===== config.mk =====
export PLATFORM = sky130hd
export DESIGN_NAME = approx_mul_pipe
export DESIGN_NICKNAME = d
export VERILOG_FILES = /design/src/rtl/approx_mul_pkg.sv /design/src/rtl/approx_mul_ha_row.sv /design/src/rtl/approx_mul_pipe.sv
export SDC_FILE = /design/constraint.sdc
export NUM_CORES = 1
export LEC_CHECK = 0
export CORE_ASPECT_RATIO = 1.5
export CORE_MARGIN = 2
export CORE_UTILIZATION = 61
export DETAILED_ROUTE_END_ITERATION = 10
export PLACE_DENSITY = 0.9
export SYNTH_ARGS = -nofsm -noshare
export SYNTH_HDL_FRONTEND = slang
export SYNTH_SLANG_ARGS = --single-unit

===== constraint.sdc =====
create_clock -name clk -period 3.6 [get_ports clk]
set_input_delay 0.72 -clock clk [delete_from_list [all_inputs] [get_ports clk]]
set_output_delay 0.72 -clock clk [all_outputs]
set_load 0.01 [all_outputs]

===== src/rtl/approx_mul_pkg.sv =====
`default_nettype none
// ============================================================================
// Module   : approx_mul_pkg
// Purpose  : Shared constants, stage payload type and the loss reference
//            function for the approximate pipelined multiplier.
// Revision : 1.0 - initial release
// ============================================================================
package approx_mul_pkg;

    localparam int STAGES    = 3;
    localparam int MAX_WIDTH = 32;
    localparam int MAX_ROWS  = MAX_WIDTH / 2;

    // Sized for the widest legal operand; narrower instances leave upper bits zero.
    typedef struct packed {
        logic                                valid;
        logic                                mode;
        logic [MAX_ROWS-1:0][MAX_WIDTH-1:0]  t;
        logic [MAX_ROWS-1:0][MAX_WIDTH-2:0]  b;
        logic [MAX_ROWS-1:0]                 m;
    } stage_t;

    // Amount by which the approximate product falls short of x*y.
    function automatic logic [2*MAX_WIDTH-1:0] approx_loss(
        input logic [MAX_WIDTH-1:0] x,
        input logic [MAX_WIDTH-1:0] y,
        input logic                 approx_en,
        input int                   width,
        input int                   approx_cols
    );
        logic [2*MAX_WIDTH-1:0] loss;
        loss = '0;
        if (approx_en) begin
            for (int k = 0; k < width / 2; k++) begin
                for (int j = 1; j < width; j++) begin
                    if (((2 * k + j) < approx_cols) && y[j] && x[2*k] && y[j-1] && x[2*k+1])
                        loss = loss + ((2*MAX_WIDTH)'(1) << (2 * k + j));
                end
            end
        end
        return loss;
    endfunction

endpackage
`default_nettype wire


===== src/rtl/approx_mul_ha_row.sv =====
`default_nettype none
// ============================================================================
// Module   : approx_mul_ha_row
// Purpose  : One pair-row of the partial-product array: half-adder cells,
//            or OR-only cells below APPROX_COLS when approximation is enabled.
// Revision : 1.0 - initial release
// ============================================================================
module approx_mul_ha_row
    import approx_mul_pkg::*;
#(
    parameter int WIDTH       = 8,
    parameter int APPROX_COLS = 4,
    parameter int K           = 0
) (
    input  logic [WIDTH-1:0] y,
    input  logic [1:0]       x_pair,
    input  logic             approx_en,
    output logic [WIDTH-1:0] t,
    output logic [WIDTH-2:0] b
);

    // t[j] has weight 2K+j; b[j-1] is the carry of cell j, weight 2K+j+1.
    assign t[0] = y[0] & x_pair[0];

    for (genvar j = 1; j < WIDTH; j++) begin : g_cell
        logic w_pa;
        logic w_pb;
        assign w_pa = y[j]   & x_pair[0];
        assign w_pb = y[j-1] & x_pair[1];

        if ((2 * K + j) < APPROX_COLS) begin : g_or
            assign t[j]   = approx_en ? (w_pa | w_pb) : (w_pa ^ w_pb);
            assign b[j-1] = approx_en ? 1'b0 : (w_pa & w_pb);
        end else begin : g_ha
            assign t[j]   = w_pa ^ w_pb;
            assign b[j-1] = w_pa & w_pb;
        end
    end

endmodule
`default_nettype wire


===== src/rtl/approx_mul_pipe.sv =====
`default_nettype none
// ============================================================================
// Module   : approx_mul_pipe
// Purpose  : 3-stage valid/ready pipelined approximate unsigned multiplier.
//            Optional error statistics enabled by APPROX_MUL_ERR_STAT_EN.
// Revision : 1.0 - initial release
// ============================================================================
module approx_mul_pipe
    import approx_mul_pkg::*;
#(
    parameter int WIDTH       = 8,
    parameter int APPROX_COLS = 4
) (
    input  logic               clk,
    input  logic               rst_n,
    input  logic               in_valid,
    output logic               in_ready,
    input  logic [WIDTH-1:0]   x,
    input  logic [WIDTH-1:0]   y,
    input  logic               approx_en,
    output logic               out_valid,
    input  logic               out_ready,
    output logic [2*WIDTH-1:0] prod
`ifdef APPROX_MUL_ERR_STAT_EN
    ,
    input  logic               stat_clr,
    output logic [15:0]        err_cnt,
    output logic [2*WIDTH-1:0] err_max
`endif
);

    localparam int ROWS = WIDTH / 2;
    localparam int PW   = 2 * WIDTH;

    logic             w_stall;
    stage_t           w_s1_next;
    stage_t           r_s1;
    logic [WIDTH-1:0] w_t [ROWS];
    logic [WIDTH-2:0] w_b [ROWS];
    logic [PW-1:0]    w_sum_a;
    logic [PW-1:0]    w_sum_b;
    logic [PW-1:0]    w_prod_next;
    logic             r_v2;
    logic [PW-1:0]    r_a2;
    logic [PW-1:0]    r_b2;
    logic             r_v3;
    logic [PW-1:0]    r_prod;
    logic             w_unused_s1;

    assign w_stall   = r_v3 & ~out_ready;
    assign in_ready  = ~w_stall;
    assign out_valid = r_v3;
    assign prod      = r_prod;

    for (genvar k = 0; k < ROWS; k++) begin : g_row
        approx_mul_ha_row #(
            .WIDTH       (WIDTH),
            .APPROX_COLS (APPROX_COLS),
            .K           (k)
        ) u_row (
            .y         (y),
            .x_pair    (x[2*k+1:2*k]),
            .approx_en (approx_en),
            .t         (w_t[k]),
            .b         (w_b[k])
        );
    end

    // m[k] is the lone top partial product y[MSB]&x[2k+1], weight 2k+WIDTH.
    always_comb begin
        w_s1_next       = '0;
        w_s1_next.valid = 1'b1;
        w_s1_next.mode  = approx_en;
        for (int k = 0; k < ROWS; k++) begin
            w_s1_next.t[k][WIDTH-1:0] = w_t[k];
            w_s1_next.b[k][WIDTH-2:0] = w_b[k];
            w_s1_next.m[k]            = y[WIDTH-1] & x[2*k+1];
        end
    end

    always_ff @(posedge clk or negedge rst_n) begin
        if (!rst_n) begin
            r_s1 <= '0;
        end else if (!w_stall) begin
            if (in_valid) r_s1 <= w_s1_next;
            else          r_s1.valid <= 1'b0;
        end
    end

    assign w_unused_s1 = ^{r_s1.mode, r_s1.t, r_s1.b, r_s1.m};

    always_comb begin
        w_sum_a = '0;
        w_sum_b = '0;
        for (int k = 0; k < ROWS; k++) begin
            w_sum_a = w_sum_a + (PW'(r_s1.t[k][WIDTH-1:0]) << (2 * k))
                              + (PW'(r_s1.m[k]) << (2 * k + WIDTH));
            w_sum_b = w_sum_b + (PW'(r_s1.b[k][WIDTH-2:0]) << (2 * k + 2));
        end
    end

    always_ff @(posedge clk or negedge rst_n) begin
        if (!rst_n) begin
            r_v2 <= 1'b0;
            r_a2 <= '0;
            r_b2 <= '0;
        end else if (!w_stall) begin
            r_v2 <= r_s1.valid;
            if (r_s1.valid) begin
                r_a2 <= w_sum_a;
                r_b2 <= w_sum_b;
            end
        end
    end

    assign w_prod_next = r_a2 + r_b2;

    always_ff @(posedge clk or negedge rst_n) begin
        if (!rst_n) begin
            r_v3   <= 1'b0;
            r_prod <= '0;
        end else if (!w_stall) begin
            r_v3 <= r_v2;
            if (r_v2) r_prod <= w_prod_next;
        end
    end

`ifdef APPROX_MUL_ERR_STAT_EN
    logic [WIDTH-1:0] r_x1;
    logic [WIDTH-1:0] r_y1;
    logic [WIDTH-1:0] r_x2;
    logic [WIDTH-1:0] r_y2;
    logic [PW-1:0]    w_exact;
    logic [PW-1:0]    r_err3;
    logic [15:0]      r_err_cnt;
    logic [PW-1:0]    r_err_max;

    assign w_exact = PW'(r_x2) * PW'(r_y2);
    assign err_cnt = r_err_cnt;
    assign err_max = r_err_max;

    always_ff @(posedge clk or negedge rst_n) begin
        if (!rst_n) begin
            r_x1   <= '0;
            r_y1   <= '0;
            r_x2   <= '0;
            r_y2   <= '0;
            r_err3 <= '0;
        end else if (!w_stall) begin
            if (in_valid) begin
                r_x1 <= x;
                r_y1 <= y;
            end
            if (r_s1.valid) begin
                r_x2 <= r_x1;
                r_y2 <= r_y1;
            end
            // The approximation only ever drops weight, so this never wraps.
            if (r_v2) r_err3 <= w_exact - w_prod_next;
        end
    end

    always_ff @(posedge clk or negedge rst_n) begin
        if (!rst_n) begin
            r_err_cnt <= '0;
            r_err_max <= '0;
        end else if (stat_clr) begin
            r_err_cnt <= '0;
            r_err_max <= '0;
        end else if (r_v3 && out_ready && (r_err3 != '0)) begin
            if (r_err_cnt != 16'hFFFF) r_err_cnt <= r_err_cnt + 16'd1;
            if (r_err3 > r_err_max)    r_err_max <= r_err3;
        end
    end
`endif

endmodule
`default_nettype wire


Word level (Yosys, flattened, before mapping)
Index checks and enable logic that the tools add are counted.
Widths: inputs -> output; s select.
{"block": "op_classes", "n_mux": 9, "reduce_logical": 3, "n_addsub": 11, "n_bitwise": 127}
{"operator": "$and 1x1->1", "count": 93}
{"operator": "$xor 1x1->1", "count": 28}
{"operator": "$add 14x15->16", "count": 1}
{"operator": "$add 15x15->16", "count": 1}
{"operator": "$add 16x16->16", "count": 1}
{"operator": "$add 14x14->15", "count": 1}
{"operator": "$add 12x13->14", "count": 1}
{"operator": "$add 13x13->14", "count": 1}
{"operator": "$add 12x12->13", "count": 1}
{"operator": "$add 11x11->12", "count": 1}
{"operator": "$add 9x11->12", "count": 1}
{"operator": "$add 10x10->11", "count": 1}
{"operator": "$add 8x9->10", "count": 1}
{"operator": "$mux 1", "count": 9}
{"operator": "$reduce_and 2->1", "count": 3}
{"operator": "$or 1x1->1", "count": 4}
{"operator": "$not 1->1", "count": 2}
{"block": "word_totals", "wordCells": 165, "output_inout_bits": 18, "ff_bits": 115, "in_bits": 21}

Logic depth before layout (Yosys ltp)
{"block": "depth", "ltp_word": 7, "ltp_mapped": 12, "depth_no_buf": 12}

Cells and area by module
Synthesis repeated with hierarchy kept, for this count alone.
{"block": "unflattened", "cells_unflattened": 693, "area_unflattened_um2": 7279.5}
{"module": "approx_mul_pipe", "cells_each": 580, "n_inst": 1, "area_each_um2": 6399.9, "seq_area_each_um2": 2827.7}
{"module": "approx_mul_ha_row (g_row[2].u_row ...)", "cells_each": 22, "n_inst": 2, "area_each_um2": 181.4, "seq_area_each_um2": 0.0}
{"module": "approx_mul_ha_row (g_row[0].u_row)", "cells_each": 41, "n_inst": 1, "area_each_um2": 296.5, "seq_area_each_um2": 0.0}
{"module": "approx_mul_ha_row (g_row[1].u_row)", "cells_each": 28, "n_inst": 1, "area_each_um2": 220.2, "seq_area_each_um2": 0.0}

Least setup slack after synthesis
No wires, ideal clock.
{"block": "synth_path", "path_kind": "register to register", "from": "register r_s1[516] (netlist name)", "to": "register r_a2[12]", "arrival_ps": 2670, "stages_incl_launch_ff": 11, "setup_time_ps": 132, "required_time_ps": 3468, "path_slack_ps": 798, "period_less_slack_ps": 2802, "path_buffers": 0, "cell_sequence": "dfrtp_1 > fa_1 > ha_1 > ha_1 > fa_1 > a21oi_2 > o21ai_1 > a211o_1 > a21oi_1 > xor2_1 > o21ai_1"}
{"block": "synth_between", "elab_chain_cells": 7}
{"element": "start: declaration", "line": "approx_mul_pipe.sv:37", "text": "stage_t r_s1;"}
{"element": "start signal: assignment", "line": "approx_mul_pipe.sv:85", "text": "if (in_valid) r_s1 <= w_s1_next;"}
{"element": "$add 8x9->10", "line": "approx_mul_pipe.sv:97", "text": "+ (PW'(r_s1.m[k]) << (2 * k + WIDTH));"}
{"element": "$add 10x10->11", "line": "approx_mul_pipe.sv:96", "text": "w_sum_a = w_sum_a + (PW'(r_s1.t[k][WIDTH-1:0]) << (2 * k))"}
{"element": "$add 11x11->12", "line": "approx_mul_pipe.sv:97"}
{"element": "$add 12x12->13", "line": "approx_mul_pipe.sv:96"}
{"element": "$add 13x13->14", "line": "approx_mul_pipe.sv:97"}
{"element": "$add 14x14->15", "line": "approx_mul_pipe.sv:96"}
{"element": "$add 15x15->16", "line": "approx_mul_pipe.sv:97"}
{"element": "end signal: assignment", "line": "approx_mul_pipe.sv:110", "text": "r_a2 <= w_sum_a;"}
{"element": "end: declaration", "line": "approx_mul_pipe.sv:44", "text": "logic [PW-1:0] r_a2;"}
Every way passes these cells.
A chain may end at the register's enable or synchronous reset.

Worst setup path after layout
{"block": "layout_path", "from": "register r_s1[518] (netlist name)", "to": "register r_a2[12]"}
The elaborated chain is that of the path after synthesis.

==> impl_results.md <==
- Outcome: finished clean
- Synth area leaders: dfrtp_1 (40%), ha_1 (16%), mux2_2 (8.2%), fa_1 (5.3%), and2_1 (4.3%)
- Final setup fails: 0
- # resized after CTS: 0
- Post-Route Skew: 0.00816 ns
- DR WL met2: 8.24 mm
- # fillers: 745
- Synth area leader: dfrtp_1
- Setup Buffers After CTS: 0
- Met1 WL: 5.87 mm
- Largest family of logic cells by synthesized area: adder cells
- Clk sinks: 113
- Setup_tns: 0 ns
- Hold slack final: 0.407 ns
- Vias per Instance: 5.87
- Max-Cap Viols: 0
- Drt total wl: 15.7 mm
- Most common cell after layout, fill and taps aside: dfrtp_1
- Wire length per cell: 17.8 um
- Pint: 4.01 mW
- CP startpoint: r_s1[518]
- FFs w/ async S/R, synth: 100%
- CP Cell Sequence: inv_1 -> fa_1 -> inv_1 -> fa_1 -> ha_1 -> a21oi_2 -> o21ai_1 -> a211o_1 -> a21oi_1 -> xor2_1 -> o21ai_1
- Count of buffers from port buffering: 38
- Seq cells post-synth: 113
- Total grt overflow: 0
- Mux cell area share after synthesis: 10.8%
- Max_slew headroom: 39.6%
- Worst Setup EP: r_a2[12]
- RSZ-0062 raised after global routing: false
- Max Slew Vio Count: 0
- GRT Util Overall: 26.7%
- Area of the mapped netlist: 7140 sq um
- Total stage count of the critical path: 11
- Actual slew at the worst max-slew pin: 0.906 ns
- Hold buffer count at CTS: 0
- Max VDD drop: 0.000544 V
- Multi-input logic area: 3980 sq um
- Max Used Layer: met4
- Crit-path slowest cell: fa_1
- Initial antenna violation count: 0
- CTS Buffer Depth: 2
- # rows: 48
- Detailed Route Iter0 Violations: 240
- Comb pwr share: 44.6%
- CP Data Arrival Time: 3.38 ns
- Reg power frac: 28.5%
- WL met3: 730 um
- Clk_lat worst skew: 0.42 ns
- Synth-to-Final Area Change: 16.3%
- Die area: 12600 sq um
- Syn Inst Count: 676
- Psw: 2.41 mW
- Diode count: 0
- Via Count: 5187
- Die H: 137 um
- FF-to-FF path depth: 11
- Layout net count: 850
- Primary FF master, synth: dfrtp_1
- Die W: 92.3 um
- CP Launch Type: register
- Core Area: 11500 sq um
- H-tree levels: 4
- Post-synthesis sequential area ratio: 39.6%
- Commonest cells after routing, fill and taps aside: dfrtp_1 (113), ha_1 (89), nand2_1 (70)
- R2R Path Start: r_s1[518]
- Path type of the worst min-delay path: input port to asynchronous set/reset pin
- Post-Syn Nets: 805
- GP Congestion: 0.856
- Worst Path Buf+Inv: 2
- CP required: 3.90 ns
- TritonCTS buffer count: 17
- Synth Area in Compound Gates: 10.3%
- Adder-cell share of the synthesized area: 20.9%
- First-pass GRT wire length: 25.7 mm
- Antenna-violating nets left: 0
- Io pins: 39
- Vias in the first global route: 5450
- DRC viols: 0
- Worst setup path class: register to register
- Cell variety after synth: 44
- Synth Area per Inst: 10.6 sq um
- Yosys warns: 0
- Top delay family on crit path: adder cells
- Yosys top cell area share: 39.6%
- Simple-gate share of the synthesized area: 10.7%
- Pin count of the biggest net entering global routing: 70
- Clock root buffer: clkbuf_16
- CP Capture Type: register
- Placed wire-length estimate: 10.8 mm
- Highest Clock Rate: 325 MHz
- Proportion of power drawn by the clock network: 26.9%
- Crit-path max cell delay: 0.56 ns
- Number of synthesized flops with an enable pin: 0
- Fin crit period: 3.08 ns
- Final-report hold violation count: 0
- PD cells: 773 nW/um^2
- Share of the clock period used by the worst path after layout: 85.5%
- Reg area: 2830 sq um
- Sw Ratio: 37.5%
- R2R Path End: r_a2[12]
- Synth Area in XOR/XNOR: 2.94%
- Initial Util: 62.2%
- Reg2reg setup slack: 0.52 ns
- TritonCTS clock tree: done
- Drt pass-1 iters: 5
- Layout cell share with drive strength beyond 1: 13.8%
- Clk slew on worst S/H paths: 0.06 ns
- Power Total: 6.42 mW
- Worst Path Max Fanout: 3
- Leakage: 4.26 nW
[through the flow]
| stage | area, sq um | worst slack, ns | utilization [%] | instances |
|---|---|---|---|---|
| floorplan | 7140 | 0.798 | - | 676 |
| finish | 8310 | 0.522 | 72.4 | 884 |
| detailed placement | 7700 | 0.605 | 67.1 | 852 |
| global route | 8310 | 0.418 | 72.4 | 884 |
| CTS | 8310 | 0.549 | 72.4 | 884 |
| global placement | 7700 | 0.703 | 67.1 | 852 |
[power groups by stage]
stage / sequential [mW] / clock, mW / combinational (mW)
floorplan: 1.83 / 0 / 1.99
detailed placement: 1.84 / 0 / 2.77
finish: 1.83 / 1.73 / 2.87
CTS: 1.83 / 1.73 / 2.84
global route: 1.87 / 1.80 / 3.18
global placement: 1.81 / 0 / 2.64
[synth_stat cells, types with 7 or more instances]
library cell / number
dfrtp_1: 113
ha_1: 89
nand2_1: 71
inv_1: 67
mux2_2: 52
and2_1: 49
o21ai_0: 40
o21ai_1: 22
fa_1: 19
a21oi_1: 15
nor2_1: 13
xnor2_1: 13
mux2_1: 12
buf_2: 11
xor2_1: 11
a21o_1: 10
nand2b_1: 7
[kinds of logic after synthesis]
group | count (synthesis)
AND/OR/NAND/NOR | 156
AO/OA/AOI/OAI | 121
flip-flops | 113
adder cells (fa/ha/maj) | 108
buffers and inverters | 85
multiplexers | 69
XOR/XNOR | 24
[sequential cells by signal (all words and copies together), names as in the netlist]
signal and count:
r_s1 65, prod 16, r_a2 16, r_b2 14
out_valid 1, r_v2 1
[how the worst min path moves through the flow]
stage	to	slack, ns
after CTS	r_s1[581]	0.45
after global placement	out_valid	0.45
final	r_s1[581]	0.41
after detailed placement	out_valid	0.45
after global routing	r_s1[82]	0.50
after floorplan	out_valid	0.42
[layer usage]
layer / vias up / track usage [%]
met2: 185 / 47.9
li1: 2383 / -
met3: 72 / 6.99
met4: 0 / 15.8
met5: - / 0
met1: 2547 / 27.8
[layout make-up]
type / instances / share of cell area [%]
multi-input cells: 478 / 47.9
clock inverters: 15 / 2.21
well taps: 150 / 2.26
flip-flops and latches: 113 / 34.0
repair buffers: 44 / 5.39
clock buffers: 17 / 5.12
inverters: 67 / 3.03
Note: power is estimated with default switching activity, not from simulation.
